File: src/rtl/blink_dec_iter_pkg.sv
// Shared definitions for the round-serial Blink-64 decrypt engine.
// Holds the block/round parameters, the round-constant words, the FSM state
// type and the cipher primitives (cell substitution, column mixing, round
// functions and the tweak hash). The primitives are pure functions, so every
// user gets identical combinational logic.
package blink_dec_iter_pkg;

    localparam int ROUNDS = 14;
    localparam int R1     = 3;
    localparam int BLK    = 64;
    localparam int KEY_W  = 448;
    localparam int K1_W   = 254;

    // Eight 128-bit words each; word m sits at bits [128m+127:128m].
    localparam logic [1023:0] RC0 = {
        128'ha458fea3f4933d7e_636920d871574e69,
        128'h0801f2e2858efc16_24a19947b3916cf7,
        128'hba7c9045f12c7f99_b8e1afed6a267e96,
        128'h2ffd72dbd01adfb7_d1310ba698dfb5ac,
        128'h9216d5d98979fb1b_3f84d5b5b5470917,
        128'hc0ac29b7c97c50dd_be5466cf34e90c6c,
        128'h452821e638d01377_082efa98ec4e6c89,
        128'ha4093822299f31d0_13198a2e03707344
    };
    localparam logic [1023:0] RC1 = {
        128'hb3ee1411636fbc2a_a15486af7c72e993,
        128'hb4cc5c341141e8ce_55ca396a2aab10b6,
        128'h5748986263e81440_e65525f3aa55ab94,
        128'h78af2fda55605c60_d71577c1bd314b27,
        128'h6c9e0e8bb01e8a3e_8e79dcb0603a180e,
        128'hca417918b8db38ef_c5d1b023286085f0,
        128'h9c30d5392af26013_7b54a41dc25a59b5,
        128'h718bcd5882154aee_0d95748f728eb658
    };

    // Nibble x of each table holds S[x] / S^-1[x].
    localparam logic [63:0] SBOX_TBL     = 64'h4d5e_0876_19ca_23fb;
    localparam logic [63:0] SBOX_INV_TBL = 64'h1ce5_046a_98df_237b;

    typedef enum logic [1:0] {
        IDLE = 2'd0,
        RUN  = 2'd1,
        DONE = 2'd2
    } state_t;

    function automatic logic [BLK-1:0] rc0_lo(input int m);
        return RC0[128*m +: BLK];
    endfunction

    function automatic logic [BLK-1:0] rc1_lo(input int m);
        return RC1[128*m +: BLK];
    endfunction

    function automatic logic [BLK-1:0] sub_cells(input logic [BLK-1:0] x);
        logic [BLK-1:0] y;
        for (int i = 0; i < BLK/4; i++)
            y[4*i +: 4] = SBOX_TBL[{x[4*i +: 4], 2'b00} +: 4];
        return y;
    endfunction

    function automatic logic [BLK-1:0] sub_cells_inv(input logic [BLK-1:0] x);
        logic [BLK-1:0] y;
        for (int i = 0; i < BLK/4; i++)
            y[4*i +: 4] = SBOX_INV_TBL[{x[4*i +: 4], 2'b00} +: 4];
        return y;
    endfunction

    // Each 16-bit lane becomes the XOR of the other three lanes. This map is
    // its own inverse, which is what lets the decrypt schedule push keys
    // through it (M(a)^M(b) == M(a^b)).
    function automatic logic [BLK-1:0] mix_columns(input logic [BLK-1:0] x);
        return {x[47:0], x[63:48]} ^ {x[31:0], x[63:32]} ^ {x[15:0], x[63:16]};
    endfunction

    function automatic logic [BLK-1:0] mix_columns_add_key(input logic [BLK-1:0] x,
                                                          input logic [BLK-1:0] k);
        return mix_columns(x) ^ k;
    endfunction

    function automatic logic [BLK-1:0] round_fwd(input logic [BLK-1:0] s,
                                                input logic [BLK-1:0] k);
        return mix_columns(sub_cells(s)) ^ k;
    endfunction

    function automatic logic [BLK-1:0] round_inv(input logic [BLK-1:0] s,
                                                input logic [BLK-1:0] k);
        return sub_cells_inv(mix_columns(s) ^ k);
    endfunction

    // K1 is a sparse, strided pick of key bits that feeds the tweak hash.
    function automatic logic [K1_W-1:0] expand_k1(input logic [KEY_W-1:0] k0);
        logic [K1_W-1:0] k1;
        for (int i = 0; i < K1_W; i++)
            k1[i] = k0[(11*i) % KEY_W];
        return k1;
    endfunction

    // Returns {h1, h0}.
    function automatic logic [2*BLK-1:0] generate_tweakey(input logic [BLK-1:0]  t,
                                                          input logic [K1_W-1:0] k1);
        logic [BLK-1:0] h0;
        logic [BLK-1:0] h1;
        h0 = sub_cells(t ^ k1[63:0]) ^ k1[191:128];
        h1 = mix_columns(h0 ^ k1[127:64]) ^ {2'b00, k1[253:192]} ^ {t[31:0], t[63:32]};
        return {h1, h0};
    endfunction

endpackage

File: src/rtl/blink_dec_iter_tk_sel.sv
// Decrypt tweakey schedule: picks the round key for the current round.
// Purely combinational.
//   rnd    in   4    current round number (1..13; other values give 0)
//   key_hi in  320   registered key chunks 2..6 (K0[447:128])
//   hash   in  128   registered tweak hash {h1, h0}
//   tk     out  64   round key for rnd
module blink_dec_tk_sel
    import blink_dec_iter_pkg::*;
(
    input  logic [3:0]         rnd,
    input  logic [KEY_W-1:129-1] key_hi,
    input  logic [2*BLK-1:0]   hash,
    output logic [BLK-1:0]     tk
);

    logic [BLK-1:0] h0, h1;
    logic [BLK-1:0] c2, c3, c4, c5, c6;
    logic [BLK-1:0] m_h0, m_h1, m_c2, m_c3, m_c4, m_c5, m_c6, m_rc;
    logic [BLK-1:0] rc0_sel;

    assign h0 = hash[BLK-1:0];
    assign h1 = hash[2*BLK-1:BLK];
    assign c2 = key_hi[191:128];
    assign c3 = key_hi[255:192];
    assign c4 = key_hi[319:256];
    assign c5 = key_hi[383:320];
    assign c6 = key_hi[447:384];

    assign m_h0 = mix_columns(h0);
    assign m_h1 = mix_columns(h1);
    assign m_c2 = mix_columns(c2);
    assign m_c3 = mix_columns(c3);
    assign m_c4 = mix_columns(c4);
    assign m_c5 = mix_columns(c5);
    assign m_c6 = mix_columns(c6);
    assign m_rc = mix_columns(rc0_sel);

    // Only one of the second-half rounds is active at a time, so a single
    // mixer serves all of the rc0 words.
    always_comb begin
        rc0_sel = '0;
        case (rnd)
            4'd8:    rc0_sel = rc0_lo(4);
            4'd9:    rc0_sel = rc0_lo(3);
            4'd10:   rc0_sel = rc0_lo(2);
            4'd12:   rc0_sel = rc0_lo(1);
            4'd13:   rc0_sel = rc0_lo(0);
            default: rc0_sel = '0;
        endcase
    end

    always_comb begin
        tk = '0;
        case (rnd)
            4'd1:    tk = c6 ^ rc1_lo(4);
            4'd2:    tk = c5 ^ rc1_lo(3);
            4'(R1):  tk = h1;
            4'd4:    tk = c4 ^ rc1_lo(2);
            4'd5:    tk = c3 ^ rc1_lo(1);
            4'd6:    tk = c2 ^ rc1_lo(0);
            4'd7:    tk = m_h0 ^ m_h1;
            4'd8:    tk = m_c6 ^ m_rc;
            4'd9:    tk = m_c5 ^ m_rc;
            4'd10:   tk = m_c4 ^ m_rc;
            4'd11:   tk = m_h0;
            4'd12:   tk = m_c3 ^ m_rc;
            4'd13:   tk = m_c2 ^ m_rc;
            default: tk = '0;
        endcase
    end

endmodule

File: src/rtl/blink_dec_iter.sv
// Round-serial Blink-64 decryption engine, one round per clock.
//   clk       in    1   clock, rising edge
//   rst       in    1   synchronous active-high reset
//   in_valid  in    1   C/K0/T valid
//   in_ready  out   1   idle, will accept
//   C         in   64   ciphertext
//   K0        in  448   key
//   T         in   64   tweak
//   out_valid out   1   P valid
//   out_ready in    1   consumer accepts P
//   P         out  64   plaintext (registered)
//
// state | meaning
// IDLE  | waiting for a block, in_ready high
// RUN   | one round per clock, rnd = 1..13
// DONE  | P valid, held until out_ready
module blink_dec_iter
    import blink_dec_iter_pkg::*;
(
    input  logic             clk,
    input  logic             rst,
    input  logic             in_valid,
    output logic             in_ready,
    input  logic [BLK-1:0]   C,
    input  logic [KEY_W-1:0] K0,
    input  logic [BLK-1:0]   T,
    output logic             out_valid,
    input  logic             out_ready,
    output logic [BLK-1:0]   P
);

    localparam logic [3:0] MID_RND  = 4'(ROUNDS / 2);
    localparam logic [3:0] LAST_RND = 4'(ROUNDS - 1);

    state_t                 state;
    logic [3:0]             rnd;
    logic [BLK-1:0]         st;
    logic [BLK-1:0]         st_next;
    logic [BLK-1:0]         tk;
    // Chunk 1 is consumed at the accept edge, so only chunk 0 (output
    // whitening) and chunks 2..6 (schedule) are kept.
    logic [KEY_W-1:2*BLK]   key_hi;
    logic [BLK-1:0]         key_c0;
    logic [2*BLK-1:0]       hash;

    assign in_ready = (state == IDLE);

    blink_dec_tk_sel u_tk_sel (
        .rnd    (rnd),
        .key_hi (key_hi),
        .hash   (hash),
        .tk     (tk)
    );

    always_comb begin
        st_next = st;
        if (rnd < MID_RND)
            st_next = round_fwd(st, tk);
        else if (rnd == MID_RND)
            st_next = sub_cells(mix_columns_add_key(sub_cells(st), tk));
        else
            st_next = round_inv(st, tk);
    end

    always_ff @(posedge clk) begin
        if (rst) begin
            state     <= IDLE;
            out_valid <= 1'b0;
            P         <= '0;
            rnd       <= '0;
            st        <= '0;
            key_hi    <= '0;
            key_c0    <= '0;
            hash      <= '0;
        end else begin
            case (state)
                IDLE: begin
                    if (in_valid) begin
                        key_hi <= K0[KEY_W-1:2*BLK];
                        key_c0 <= K0[BLK-1:0];
                        hash   <= generate_tweakey(T, expand_k1(K0));
                        st     <= C ^ K0[2*BLK-1:BLK];
                        rnd    <= 4'd1;
                        state  <= RUN;
                    end
                end
                RUN: begin
                    st <= st_next;
                    if (rnd == LAST_RND) begin
                        P         <= st_next ^ key_c0;
                        out_valid <= 1'b1;
                        rnd       <= '0;
                        state     <= DONE;
                    end else begin
                        rnd <= rnd + 4'd1;
                    end
                end
                DONE: begin
                    if (out_ready) begin
                        out_valid <= 1'b0;
                        state     <= IDLE;
                    end
                end
                default: state <= IDLE;
            endcase
        end
    end

endmodule

File: config.mk
export PLATFORM = sky130hd
export DESIGN_NAME = blink_dec_iter
export DESIGN_NICKNAME = d
export VERILOG_FILES = /design/src/rtl/blink_dec_iter_pkg.sv /design/src/rtl/blink_dec_iter_tk_sel.sv /design/src/rtl/blink_dec_iter.sv
export SDC_FILE = /design/constraint.sdc
export NUM_CORES = 2
export LEC_CHECK = 0
export ABC_AREA = 1
export CAP_MARGIN = 20
export CELL_PAD_IN_SITES_DETAIL_PLACEMENT = 0
export CELL_PAD_IN_SITES_GLOBAL_PLACEMENT = 2
export CORE_AREA = 2 2 459 461
export DETAILED_ROUTE_END_ITERATION = 10
export DIE_AREA = 0 0 461 463
export PLACE_DENSITY = 0.76
export SYNTH_ARGS = -nofsm -noshare
export SYNTH_HDL_FRONTEND = slang
export SYNTH_SLANG_ARGS = --single-unit
File: constraint.sdc
create_clock -name clk -period 3.05 [get_ports clk]
set_clock_uncertainty 0.1 [all_clocks]
set_input_delay 0.305 -clock clk [delete_from_list [all_inputs] [get_ports clk]]
set_output_delay 0.305 -clock clk [all_outputs]
set_load 0.01 [all_outputs]
==> flow_summary.toml <==
[outcome]
status = "complete, but fails checks"
violations = "negative setup slack"

[yosys]
synthFlopType = "dfxtp_1"
synth_seq_cells = 647
synth_edf_count = 0
yosysSeqAreaShare_pct = 22.3
syn_area_per_cell_um2 = 6.21
async_reset_ff_share_pct = 0
synth_cell_types = 51
postSynthNetCount = 10200
synthCells = 9354
synth_area_um2 = 58100
synth_warnings = 0

[global_route]
grt_pass1_wl_um = 497000
grt_start_max_net_pins = 140
grt_pass1_vias = 69700
grt-ovfl-total = 0
gr-usage-all-layers_pct = 32.5
antenna_found_initial = 14

[cts]
cts_tree = "done"
clkSinkCount = 647
cts_root_buf = "clkbuf_16"
cts_buffer_depth = 3
clkLatencyLatePin_ns = 0.76
htree_levels = 3
cts_buffers = 94
clk_pin_slew_ns = 0.06

[sta]
fmax_mhz = 294
fin_crit_sh_pct = 112
fin_tns_setup_ns = -29.06
period_minus_slack_ns = 3.41
final.setup.worst_slack_ns = -0.355
hold_violations = 0
worstMarginPinSlew_ns = 0.953
rsz0062_at_grt = "true"
slew_viol_final = 0
setup_viol = 129
slew_headroom_pct = 36.5

[die]
start_util_pct = 27.9
die_area_um2 = 213000
chipHeight_um = 463
rows = 168
io_pins = 646
die_width_um = 461
core_area_um2 = 209000

[hold_path]
hp-class = "in -> reg"

[finish]
area_growth_pct = 55.5
final_nets = 12500
drive_gt1_share_pct = 25.4
layoutNonFillerInstCount = 14500
fin_util_pct = 43.3

[setup_path]
path_class = "reg -> reg"
start_kind = "flop"
path_depth = 27
cpPeakStageDelay_ns = 0.34
timing.rr.start = "rnd[2]"
crit_path_max_fanout = 7
endpoint = "P[20]"
path_common_cell = "nand2_1"
crit_path_end_kind = "flop"
cp.arrival_ns = 3.96
r2r_end = "P[20]"
crit_start = "rnd[2]"
critPathSlowestCell = "dfxtp_2"
crit_required_ns = 3.60
reg2reg_slack_ns = -0.36
crit_buf_inv = 10
critPathTopFamily = "simple AND/OR/NAND/NOR gates"
rr_worst_depth = 27

[placement]
io_buffers = 645
dp_hpwl_um = 298000
gp_congestion = 1.00
placed_cells = 14300

[detailed_routing]
vias_per_cell = 4.90
drc = 0
totalWireLength_um = 362000
wl_per_cell_um = 24.9
firstDrtPassIters = 6
vias = 71300
ant_nets = 0
drt_iter0_drc = 4850

[power]
ir_drop_v = 0.000442
p_leak_nw = 42.4
powerDensity_nw_per_um2 = 631
power_mw = 57.0

[flow_run]
maxCapViolCount = 0
-- timing repair --
action	CTS	global route
buffers inserted	42	63
endpoints found under the setup margin	129	136
hold endpoints to repair	25	0
hold buffers	2	0
pin swaps	87	242
cloned	7	2
gates resized for setup	388	668
-- per-stage QoR --
stage / setup WS [ns] / instance area [µm²] / hold slack, ns
2_1_floorplan: 0.0305 / 58100 / 0.344
3_3_place_gp: -0.824 / 81600 / 0.356
3_5_place_dp: -0.847 / 81600 / 0.361
4_1_cts: -0.396 / 87200 / 0.0301
5_1_grt: -0.532 / 90400 / 0.0702
6_report: -0.355 / 90400 / 0.0875
-- flip-flops by register name, indices dropped and copies added (netlist names) --
register / flops
key_hi: 320
hash: 128
P: 64
key_c0: 64
st: 64
rnd: 4
state: 2
out_valid: 1
-- final cells by class --
type,instances,area [µm²]
Tap cell,2805,3510
Fill cell,21800,118000
Multi-Input combinational cell,7316,43400
Clock inverter,43,692
Clock buffer,131,2710
Inverter,1007,3830
Sequential cell,647,13000
Timing Repair Buffer,2597,23300
Antenna cell,3,7.51
-- worst min-delay path, cell delays in order --
cell and delay, ns:
clkdlybuf4s50_1 0.46, o21ai_0 0.08, nor2_1 0.08
-- Yosys cell counts (6+ instances only) --
cell / count / area [µm²]
nor3_1: 16 / 80.1
nand3b_1: 33 / 248
nand2_1: 2354 / 8840
nand3_2: 24 / 240
xnor2_1: 408 / 3570
o21ai_0: 710 / 3550
a221oi_1: 6 / 52.6
a21o_1: 15 / 113
xor2_1: 644 / 5640
o211ai_1: 100 / 751
o21ai_1: 31 / 155
nor2_1: 760 / 2850
clkbuf_1: 269 / 1010
or2_2: 51 / 319
nand4_1: 55 / 344
a31oi_1: 19 / 119
o22ai_1: 90 / 563
nand2_2: 41 / 257
buf_4: 23 / 173
inv_1: 986 / 3700
inv_2: 17 / 63.8
nand3_1: 986 / 4930
o221ai_1: 6 / 52.6
ha_1: 244 / 3050
buf_1: 24 / 90.1
a21oi_1: 627 / 3140
buf_6: 15 / 169
a22oi_1: 43 / 323
dfxtp_1: 647 / 13000
nor2_2: 12 / 75.1
buf_2: 52 / 260
-- kinds of logic (layout without fill, tap and decap cells) --
| group | after synthesis | count (layout) | share of synthesized area, % |
|---|---|---|---|
| flip-flops | 647 | 647 | 22.3 |
| AND/OR/NAND/NOR | 4350 | 4350 | 31.6 |
| buffers and inverters | 1391 | 3778 | 9.45 |
| XOR/XNOR | 1058 | 1058 | 16.0 |
| adder cells (fa/ha/maj) | 244 | 244 | 5.25 |
| other | 0 | 3 | 0 |
| AO/OA/AOI/OAI | 1664 | 1664 | 15.4 |
-- layout by cell type, fill, tap and decap left out, drive strengths merged, types with 33 or more instances in the layout --
cell type	n
nand4	55
xor2	646
nand3b	33
dfxtp	647
nand3	1010
ha	244
nor2	774
clkdlybuf4s50	644
inv	1010
xnor2	412
a22oi	43
a21oi	630
o21ai	742
nand2	2400
or2	56
o211ai	102
clkbuf	134
o22ai	90
buf	1947
-- report_power, final --
| group | total, mW | leakage, nW | switching [mW] | internal, mW |
|---|---|---|---|---|
| clock | 12.6 | 1.67 | 4.95 | 7.63 |
| sequential | 10.3 | 5.35 | 0.980 | 9.33 |
| combinational | 34.1 | 35.3 | 19.3 | 14.8 |
-- routing by layer --
metal	global-route usage [%]	part of all wire, %	wire (µm)	vias to the layer above
li1	-	-	-	34800
met1	35.8	39	140000	33800
met2	56.9	48	173000	2026
met3	3.50	4.0	14400	703
met4	25.0	9.5	34400	10
met5	0	0.017	62	-
-- worst min-delay path by stage --
| stage | from | endpoint | cells past startpoint |
|---|---|---|---|
| final | K0[192] | key_hi[192] | 3 |
| after global routing | K0[368] | key_hi[368] | 3 |
| after CTS | K0[368] | key_hi[368] | 3 |
| after detailed placement | key_c0[51] | key_c0[51] | 2 |
| after global placement | out_valid | out_valid | 2 |
| after floorplan | key_c0[35] | key_c0[35] | 2 |
Power figures use the tool's default switching activity.
